[src/rtl/bit_frame_summarizer.sv]
// Per-frame statistics over a stream of scanned bits: ones count, first/last set
// index, longest run of ones, parity and sequence errors, one registered summary per frame.
module bit_frame_summarizer #(
    parameter int unsigned WIDTH = 10,
    parameter int unsigned IDX_W = 4,
    parameter int unsigned CNT_W = 4
) (
    input  logic             clk,
    input  logic             rst_n,
    input  logic             in_valid,
    output logic             in_ready,
    input  logic [IDX_W-1:0] in_index,
    input  logic             in_bit,
    input  logic             in_last,
    output logic             out_valid,
    input  logic             out_ready,
    output logic [CNT_W-1:0] ones_count,
    output logic [IDX_W-1:0] first_one,
    output logic [IDX_W-1:0] last_one,
    output logic [CNT_W-1:0] max_run,
    output logic             any_one,
    output logic             parity,
    output logic             seq_err
);

    typedef enum logic {
        COLLECT = 1'b0,
        REPORT  = 1'b1
    } state_t;

    state_t r_state;
    state_t w_next;

    logic [IDX_W-1:0] r_exp_idx;
    logic [CNT_W-1:0] r_cnt;
    logic [IDX_W-1:0] r_first;
    logic [IDX_W-1:0] r_last;
    logic [CNT_W-1:0] r_max;
    logic [CNT_W-1:0] r_cur_run;
    logic             r_any;
    logic             r_par;
    logic             r_err;

    logic             w_accept;
    logic             w_at_end;
    logic             w_close;
    logic             w_release;
    logic [CNT_W-1:0] w_cnt;
    logic [IDX_W-1:0] w_first;
    logic [IDX_W-1:0] w_last;
    logic [CNT_W-1:0] w_run;
    logic [CNT_W-1:0] w_max;
    logic             w_any;
    logic             w_par;
    logic             w_err;

    assign in_ready  = (r_state == COLLECT);
    assign out_valid = (r_state == REPORT);

    // Frame totals including the beat currently on the input.
    always_comb begin
        w_accept  = in_valid && (r_state == COLLECT);
        w_at_end  = (r_exp_idx == IDX_W'(WIDTH - 1));
        w_close   = w_accept && (in_last || w_at_end);
        w_release = (r_state == REPORT) && out_ready;
        w_cnt     = r_cnt;
        w_first   = r_first;
        w_last    = r_last;
        w_run     = '0;
        w_max     = r_max;
        w_any     = r_any;
        w_par     = r_par;
        w_err     = r_err || (in_index != r_exp_idx) || (in_last != w_at_end);
        if (in_bit) begin
            w_cnt  = r_cnt + CNT_W'(1);
            w_last = in_index;
            w_run  = r_cur_run + CNT_W'(1);
            w_any  = 1'b1;
            w_par  = ~r_par;
            if (!r_any) begin
                w_first = in_index;
            end
            if (w_run > r_max) begin
                w_max = w_run;
            end
        end
    end

    always_comb begin
        w_next = r_state;
        case (r_state)
            COLLECT: if (w_close)   w_next = REPORT;
            REPORT:  if (out_ready) w_next = COLLECT;
            default: w_next = COLLECT;
        endcase
    end

    always_ff @(posedge clk or negedge rst_n) begin
        if (!rst_n) begin
            r_state <= COLLECT;
        end else begin
            r_state <= w_next;
        end
    end

    // Running accumulators; cleared when the summary is taken.
    always_ff @(posedge clk or negedge rst_n) begin
        if (!rst_n) begin
            r_exp_idx <= '0;
            r_cnt     <= '0;
            r_first   <= '0;
            r_last    <= '0;
            r_max     <= '0;
            r_cur_run <= '0;
            r_any     <= 1'b0;
            r_par     <= 1'b0;
            r_err     <= 1'b0;
        end else if (w_release) begin
            r_exp_idx <= '0;
            r_cnt     <= '0;
            r_first   <= '0;
            r_last    <= '0;
            r_max     <= '0;
            r_cur_run <= '0;
            r_any     <= 1'b0;
            r_par     <= 1'b0;
            r_err     <= 1'b0;
        end else if (w_accept) begin
            r_exp_idx <= r_exp_idx + IDX_W'(1);
            r_cnt     <= w_cnt;
            r_first   <= w_first;
            r_last    <= w_last;
            r_max     <= w_max;
            r_cur_run <= w_run;
            r_any     <= w_any;
            r_par     <= w_par;
            r_err     <= w_err;
        end
    end

    // Summary registers: loaded only when a frame closes, held otherwise.
    always_ff @(posedge clk or negedge rst_n) begin
        if (!rst_n) begin
            ones_count <= '0;
            first_one  <= '0;
            last_one   <= '0;
            max_run    <= '0;
            any_one    <= 1'b0;
            parity     <= 1'b0;
            seq_err    <= 1'b0;
        end else if (w_close) begin
            ones_count <= w_cnt;
            first_one  <= w_first;
            last_one   <= w_last;
            max_run    <= w_max;
            any_one    <= w_any;
            parity     <= w_par;
            seq_err    <= w_err;
        end
    end

endmodule

[config.mk]
export PLATFORM = sky130hd
export DESIGN_NAME = bit_frame_summarizer
export DESIGN_NICKNAME = d
export VERILOG_FILES = /design/src/rtl/bit_frame_summarizer.sv
export SDC_FILE = /design/constraint.sdc
export NUM_CORES = 1
export LEC_CHECK = 0
export CAP_MARGIN = 20
export CORE_MARGIN = 2
export CORE_UTILIZATION = 31
export CTS_BUF_LIST = sky130_fd_sc_hd__clkbuf_8
export CTS_CLUSTER_SIZE = 30
export DETAILED_ROUTE_END_ITERATION = 10
export PLACE_DENSITY_LB_ADDON = 0.15
export SYNTH_ARGS = -nofsm -noshare
export SYNTH_HDL_FRONTEND = slang
export SYNTH_SLANG_ARGS = --single-unit
[constraint.sdc]
create_clock -name clk -period 3.8 [get_ports clk]
set_input_delay 0.76 -clock clk [delete_from_list [all_inputs] [get_ports clk]]
set_output_delay 0.76 -clock clk [all_outputs]
set_load 0.01 [all_outputs]
==> flow_metrics.py, run 1 <==
metrics = {
    "worst_setup_path": {
        "regToRegStartpoint": "r_cur_run[0]$_DFFE_PN0P_",
        "worstSetupPathType": "in2reg",
        "slowest_stage": "clkdlybuf4s50_1",
        "cp.required_ps": 4000,
        "critPathBufInv": 3,
        "worstPathCellList": "clkdlybuf4s50_1, inv_2, or3_1, buf_4, o311ai_2",
        "crit_start": "in_valid",
        "cp_slowest_stage_delay_ps": 870,
        "crit_fanout": 34,
        "start_kind": "primary input",
        "worstPathArrival_ps": 2700,
        "cp-end-kind": "register",
        "critPathTopFamily": "buffers and inverters",
    },
    "clock_network": {
        "ctsHoldBuffers": 0,
        "post_cts_buffers": 0,
        "cts_sinks": 47,
        "postCtsResizedCells": 0,
        "cts_htree_levels": 2,
        "clock-root-buffer": "clkbuf_8",
        "cts_buffers": 5,
        "clockBufferDepth": 2,
        "clk_pin_slew_ps": 80,
        "cts_tree": "built",
        "clk_latency_ps": 300,
    },
    "grt": {
        "grt_pass1_vias": 1825,
        "grt_use_total_pct": 13.3,
        "grt_max_degree": 35,
        "grt_overflow": 0,
        "grt_pass1_wl_mm": 9.15,
        "antenna_found_initial": 0,
    },
    "pwr": {
        "p_leak_nw": 1.36,
        "p_per_area_nw_per_um2": 594,
        "ir_worst_vdd_mv": 0.182,
    },
    "die": {
        "die_h_um": 94.1,
        "die-area_sq_um": 8860,
        "core.rowCount": 32,
        "io_pins": 31,
        "floorplan.initialDensity_pct": 32.3,
        "core_sq_um": 7810,
        "die_x_um": 94.1,
    },
    "finish": {
        "finalNonFillerCells": 383,
        "drive_gt1_share_pct": 11.7,
        "antenna_cells": 0,
        "finish.instance_area_sq_um": 3000,
        "nets": 300,
        "syn_to_final_growth_pct": 19.1,
    },
    "synthesis": {
        "async_reset_ff_share_pct": 100,
        "synth_top_cell_area_share_pct": 46.7,
        "syn_area_sq_um": 2520,
        "synthTopCellsByCount": "47 x dfrtp_1, 47 x nand2_1, 24 x mux2i_1, 23 x o21ai_0, 14 x o21ai_2",
        "netlist_top_cells_area": "dfrtp_1 47%, mux2i_1 9.5%, nand2_1 7.0%",
        "ys_seq_area_share_pct": 46.7,
        "ys_warn_count": 0,
        "synth_area_per_cell_sq_um": 10.0,
        "synth_flop_cell": "dfrtp_1",
        "ys_seq_elements": 47,
        "mappedNetlistNets": 270,
        "synth_edf_count": 0,
        "synth_largest_area_cell": "dfrtp_1",
        "synthDistinctLibCells": 36,
        "postSynthCellCount": 251,
    },
    "timing": {
        "setup_viol": 0,
        "slew_headroom_pct": 51.0,
        "finalCritPeriodShare_pct": 65.7,
        "finalSetupTns_ps": 0,
        "rsz0062_at_grt": "no",
        "hold_violations": 0,
        "finClkSkew_ps": 8.25,
        "max_freq_mhz": 401,
        "fin_ws_ps": 1300,
        "hold_ws_ps": 478,
        "drv_slew": 0,
        "worst_slew_pin_slew_ps": 735,
        "min_period_ps": 2500,
    },
    "route": {
        "via_per_inst": 4.74,
        "ant_nets": 0,
        "vias": 1814,
        "drt_iter0_markers": 67,
        "drcViolationCount": 0,
        "wl_mm": 5.37,
        "first_pass_iters": 4,
        "wl_per_cell_um": 14.0,
    },
    "placed_design": {
        "routabilityCongestion": 0.780,
        "port_buffers": 30,
        "dpl_worst_slack_ps": 984,
        "dp.cells": 376,
        "placed_area_sq_um": 2900,
        "dpl.hpwl_mm": 3.82,
    },
    "outcome": {
        "outcome": "complete, no violations",
    },
    "job": {
        "maxCapViolations": 0,
    },
    "hold_path": {
        "hold_path_class": "reg2reg",
        "min-delay-start": "any_one$_DFFE_PN0P_",
    },
}
-- power breakdown --
| group | switching (mW) | internal, mW | total (mW) |
|---|---|---|---|
| clock | 0.164 | 0.190 | 0.354 |
| sequential | 0.120 | 0.648 | 0.768 |
| combinational | 0.326 | 0.332 | 0.658 |
-- area by class of cell --
cell class,instances,area [sq um]
clock buffer,5,68.8
clock inverter,2,33.8
fill,801,4810
multi-input combinational,176,1200
timing repair buffer,36,340
tap,102,128
inverter,15,56.3
sequential,47,1180
-- placed cells by master (no fill, tap or decap), drive strengths merged, types with 2 or more instances in the layout --
cell type      instances
clkbuf                 5
a21oi                  8
ha                     9
nand2                 48
a22oi                  2
buf                    7
a22o                   3
nand4                  3
clkdlybuf4s50         29
xnor2                  5
nand3                  6
inv                   15
dfrtp                 47
o21ai                 37
nor2                   8
o311ai                 2
mux2i                 24
xor2                   9
-- stage by stage --
step	utilization [%]	total power [mW]
floorplan	-	1.19
detailed placement	37.1	1.45
global placement	37.1	1.44
finish	38.4	1.78
global route	38.4	1.92
CTS	38.4	1.81
-- path summary, 6_finish.rpt --
| path | cells past startpoint | slack [ps] | endpoint |
|---|---|---|---|
| worst max register to register | 8 | 1580 | max_run[0]$_DFFE_PN0P_ |
| max in group asynchronous | 2 | 2580 | r_cur_run[2]$_DFFE_PN0P_ |
| worst min-delay path | 2 | 480 | any_one$_DFFE_PN0P_ |
| min in group asynchronous | 1 | 520 | r_last[0]$_DFFE_PN0P_ |
| worst min register to register | 2 | 480 | any_one$_DFFE_PN0P_ |
| worst max-delay path | 5 | 1300 | max_run[3]$_DFFE_PN0P_ |
-- state kept, by name, indices dropped and copies added (netlist names) --
signal      flops
out_valid       1
r_max           4
last_one        4
r_cnt           4
seq_err         1
r_err           1
r_last          4
r_exp_idx       4
r_any           1
r_cur_run       4
max_run         4
r_par           1
ones_count      4
any_one         1
parity          1
r_first         4
first_one       4
-- tightest hold or removal path, cell delays in order, from the launching register on --
cell	delay [ps]
dfrtp_1	350
nand2_1	60
nand2_1	50
-- per-layer routing --
layer	GRT usage, %	wire (um)	vias to the layer above
met1	17.7	2600	865
met2	21.8	2550	20
li1	-	-	924
met4	4.11	73	0
met3	2.57	149	5
met5	0	0	-
-- cell families after synthesis --
group	share of synthesized area (%)
buffers and inverters	5.81
and+or+nand+nor	12.4
adders and majority gates	4.47
xor gates and xnor gates	4.87
DFF	46.7
AOI/OAI and AO/OA	16.2
muxes	9.54
Note: power is estimated with default switching activity, not from simulation.
==> run 2: changes to the inputs <==
- clock period: 3.8 -> 2.6 ns (I/O delays scaled with it)
==> run 2 against run 1 <==
Compared with the run above: global-route usage rose by 0.79 points; largest cell class unchanged; critical path type is now reg2reg; sequential share of layout area fell by 0.13 points; sequential power rose by 47%; die area did not move; largest power group unchanged; clock skew barely moved; power rose by 43%.
==> flow_metrics.py, run 2 (synthesis results as in run 1) <==
metrics = {
    "outcome": {
        "outcome": "complete, no violations",
    },
    "worst_setup_path": {
        "start_kind": "register",
        "crit_fanout": 6,
        "cp.required_ps": 2790,
        "cp-end-kind": "register",
        "worstPathArrival_ps": 2380,
        "worstSetupPathType": "reg2reg",
    },
    "timing": {
        "finalSetupTns_ps": 0,
        "rsz0062_at_grt": "no",
        "min_period_ps": 2190,
        "finClkSkew_ps": 8.70,
        "setup_viol": 0,
        "worst_slew_pin_slew_ps": 672,
        "finalCritPeriodShare_pct": 84.1,
        "drv_slew": 0,
        "slew_headroom_pct": 55.1,
        "max_freq_mhz": 457,
        "hold_violations": 0,
    },
    "clock_network": {
        "post_cts_buffers": 0,
        "clock-root-buffer": "clkbuf_8",
        "postCtsResizedCells": 0,
        "clk_pin_slew_ps": 90,
        "clockBufferDepth": 2,
        "cts_sinks": 47,
        "clk_latency_ps": 300,
        "ctsHoldBuffers": 0,
        "cts_tree": "built",
        "cts_buffers": 5,
        "cts_htree_levels": 2,
    },
    "job": {
        "maxCapViolations": 0,
    },
    "placed_design": {
        "placed_area_sq_um": 2930,
        "port_buffers": 30,
        "routabilityCongestion": 0.765,
        "dpl.hpwl_mm": 3.81,
    },
    "grt": {
        "grt_overflow": 0,
        "grt_pass1_wl_mm": 9.69,
        "grt_max_degree": 48,
        "grt_pass1_vias": 1896,
        "antenna_found_initial": 0,
        "grt_use_total_pct": 14.1,
    },
    "route": {
        "wl_per_cell_um": 14.3,
        "vias": 1826,
        "drt_iter0_markers": 71,
        "wl_mm": 5.55,
        "ant_nets": 0,
        "drcViolationCount": 0,
        "via_per_inst": 4.72,
        "first_pass_iters": 4,
    },
    "finish": {
        "finish.instance_area_sq_um": 3010,
        "antenna_cells": 0,
        "multiInputGateArea_sq_um": 1200,
        "syn_to_final_growth_pct": 19.5,
        "fill_cells": 806,
        "drive_gt1_share_pct": 13.3,
        "regArea_sq_um": 1180,
        "nets": 304,
        "layout_common_cells": "47 x nand2_1, 47 x dfrtp_1, 29 x clkdlybuf4s50_1",
    },
    "pwr": {
        "p_per_area_nw_per_um2": 845,
        "ir_worst_vdd_mv": 0.247,
        "p_leak_nw": 1.37,
    },
    "hold_path": {
        "hold_path_class": "in2async",
    },
    "die": {
        "die_x_um": 94.1,
        "core_sq_um": 7810,
        "die-area_sq_um": 8860,
        "floorplan.initialDensity_pct": 32.3,
        "io_pins": 31,
        "core.rowCount": 32,
        "die_h_um": 94.1,
    },
}
==> run 2: cell count changes in the layout (fill, tap and decap cells not counted), sizes merged <==
cell	previous run	this run
buf	7	11
clkinv	1	3
bufinv	1	0
inv	15	14
==> run 2: final timing paths <==
kind | start | end | slack (ps) | depth (start not counted)
max | r_cur_run[0]$_DFFE_PN0P_ | max_run[1]$_DFFE_PN0P_ | 410 | 8
min | rst_n | r_max[0]$_DFFE_PN0P_ | 320 | 2
max reg2reg | r_cur_run[0]$_DFFE_PN0P_ | max_run[1]$_DFFE_PN0P_ | 410 | 8
min reg2reg | any_one$_DFFE_PN0P_ | any_one$_DFFE_PN0P_ | 470 | 2
max in group asynchronous | rst_n | r_cur_run[3]$_DFFE_PN0P_ | 1860 | 2
min in group clk | any_one$_DFFE_PN0P_ | any_one$_DFFE_PN0P_ | 470 | 2
==> run 2: per-layer routing <==
metal  GRT usage, %  routed length [um]  up-vias
met5              0                   0        -
met3           3.05                 154        5
met4           3.74                  63        0
li1               -                   -      931
met1           19.2                2790      867
met2           22.7                2540       23
==> run 2: layout make-up <==
type | instances | area share [%]
timing repair buffer | 40 | 12.3
sequential | 47 | 39.1
multi-input combinational | 176 | 39.8
inverter | 15 | 1.87
clock inverter | 2 | 0.457
tap | 102 | 4.24
clock buffer | 5 | 2.29
==> run 2: critical path, stage by stage, from the launching register on <==
cell,delay [ps]
dfrtp_1,450
ha_1,260
xor2_1,290
ha_1,310
nand4_1,120
nand2_1,90
a21oi_4,260
mux2i_1,210
a21oi_1,90
==> run 2: stage by stage <==
step | hold WS [ps] | util [%] | setup slack (ps) | power [mW] | cells
floorplan | 224 | - | 643 | 1.74 | 251
global placement | 456 | 37.5 | 375 | 2.11 | 380
detailed placement | 458 | 37.5 | 359 | 2.13 | 380
finish | 316 | 38.5 | 414 | 2.54 | 387
CTS | 344 | 38.5 | 382 | 2.59 | 387
global route | 375 | 38.5 | 241 | 2.75 | 387
==> run 2: power breakdown <==
| part | switching (mW) | internal, mW |
|---|---|---|
| combinational | 0.480 | 0.492 |
| sequential | 0.181 | 0.947 |
| clock | 0.257 | 0.185 |
| total | 0.918 | 1.62 |
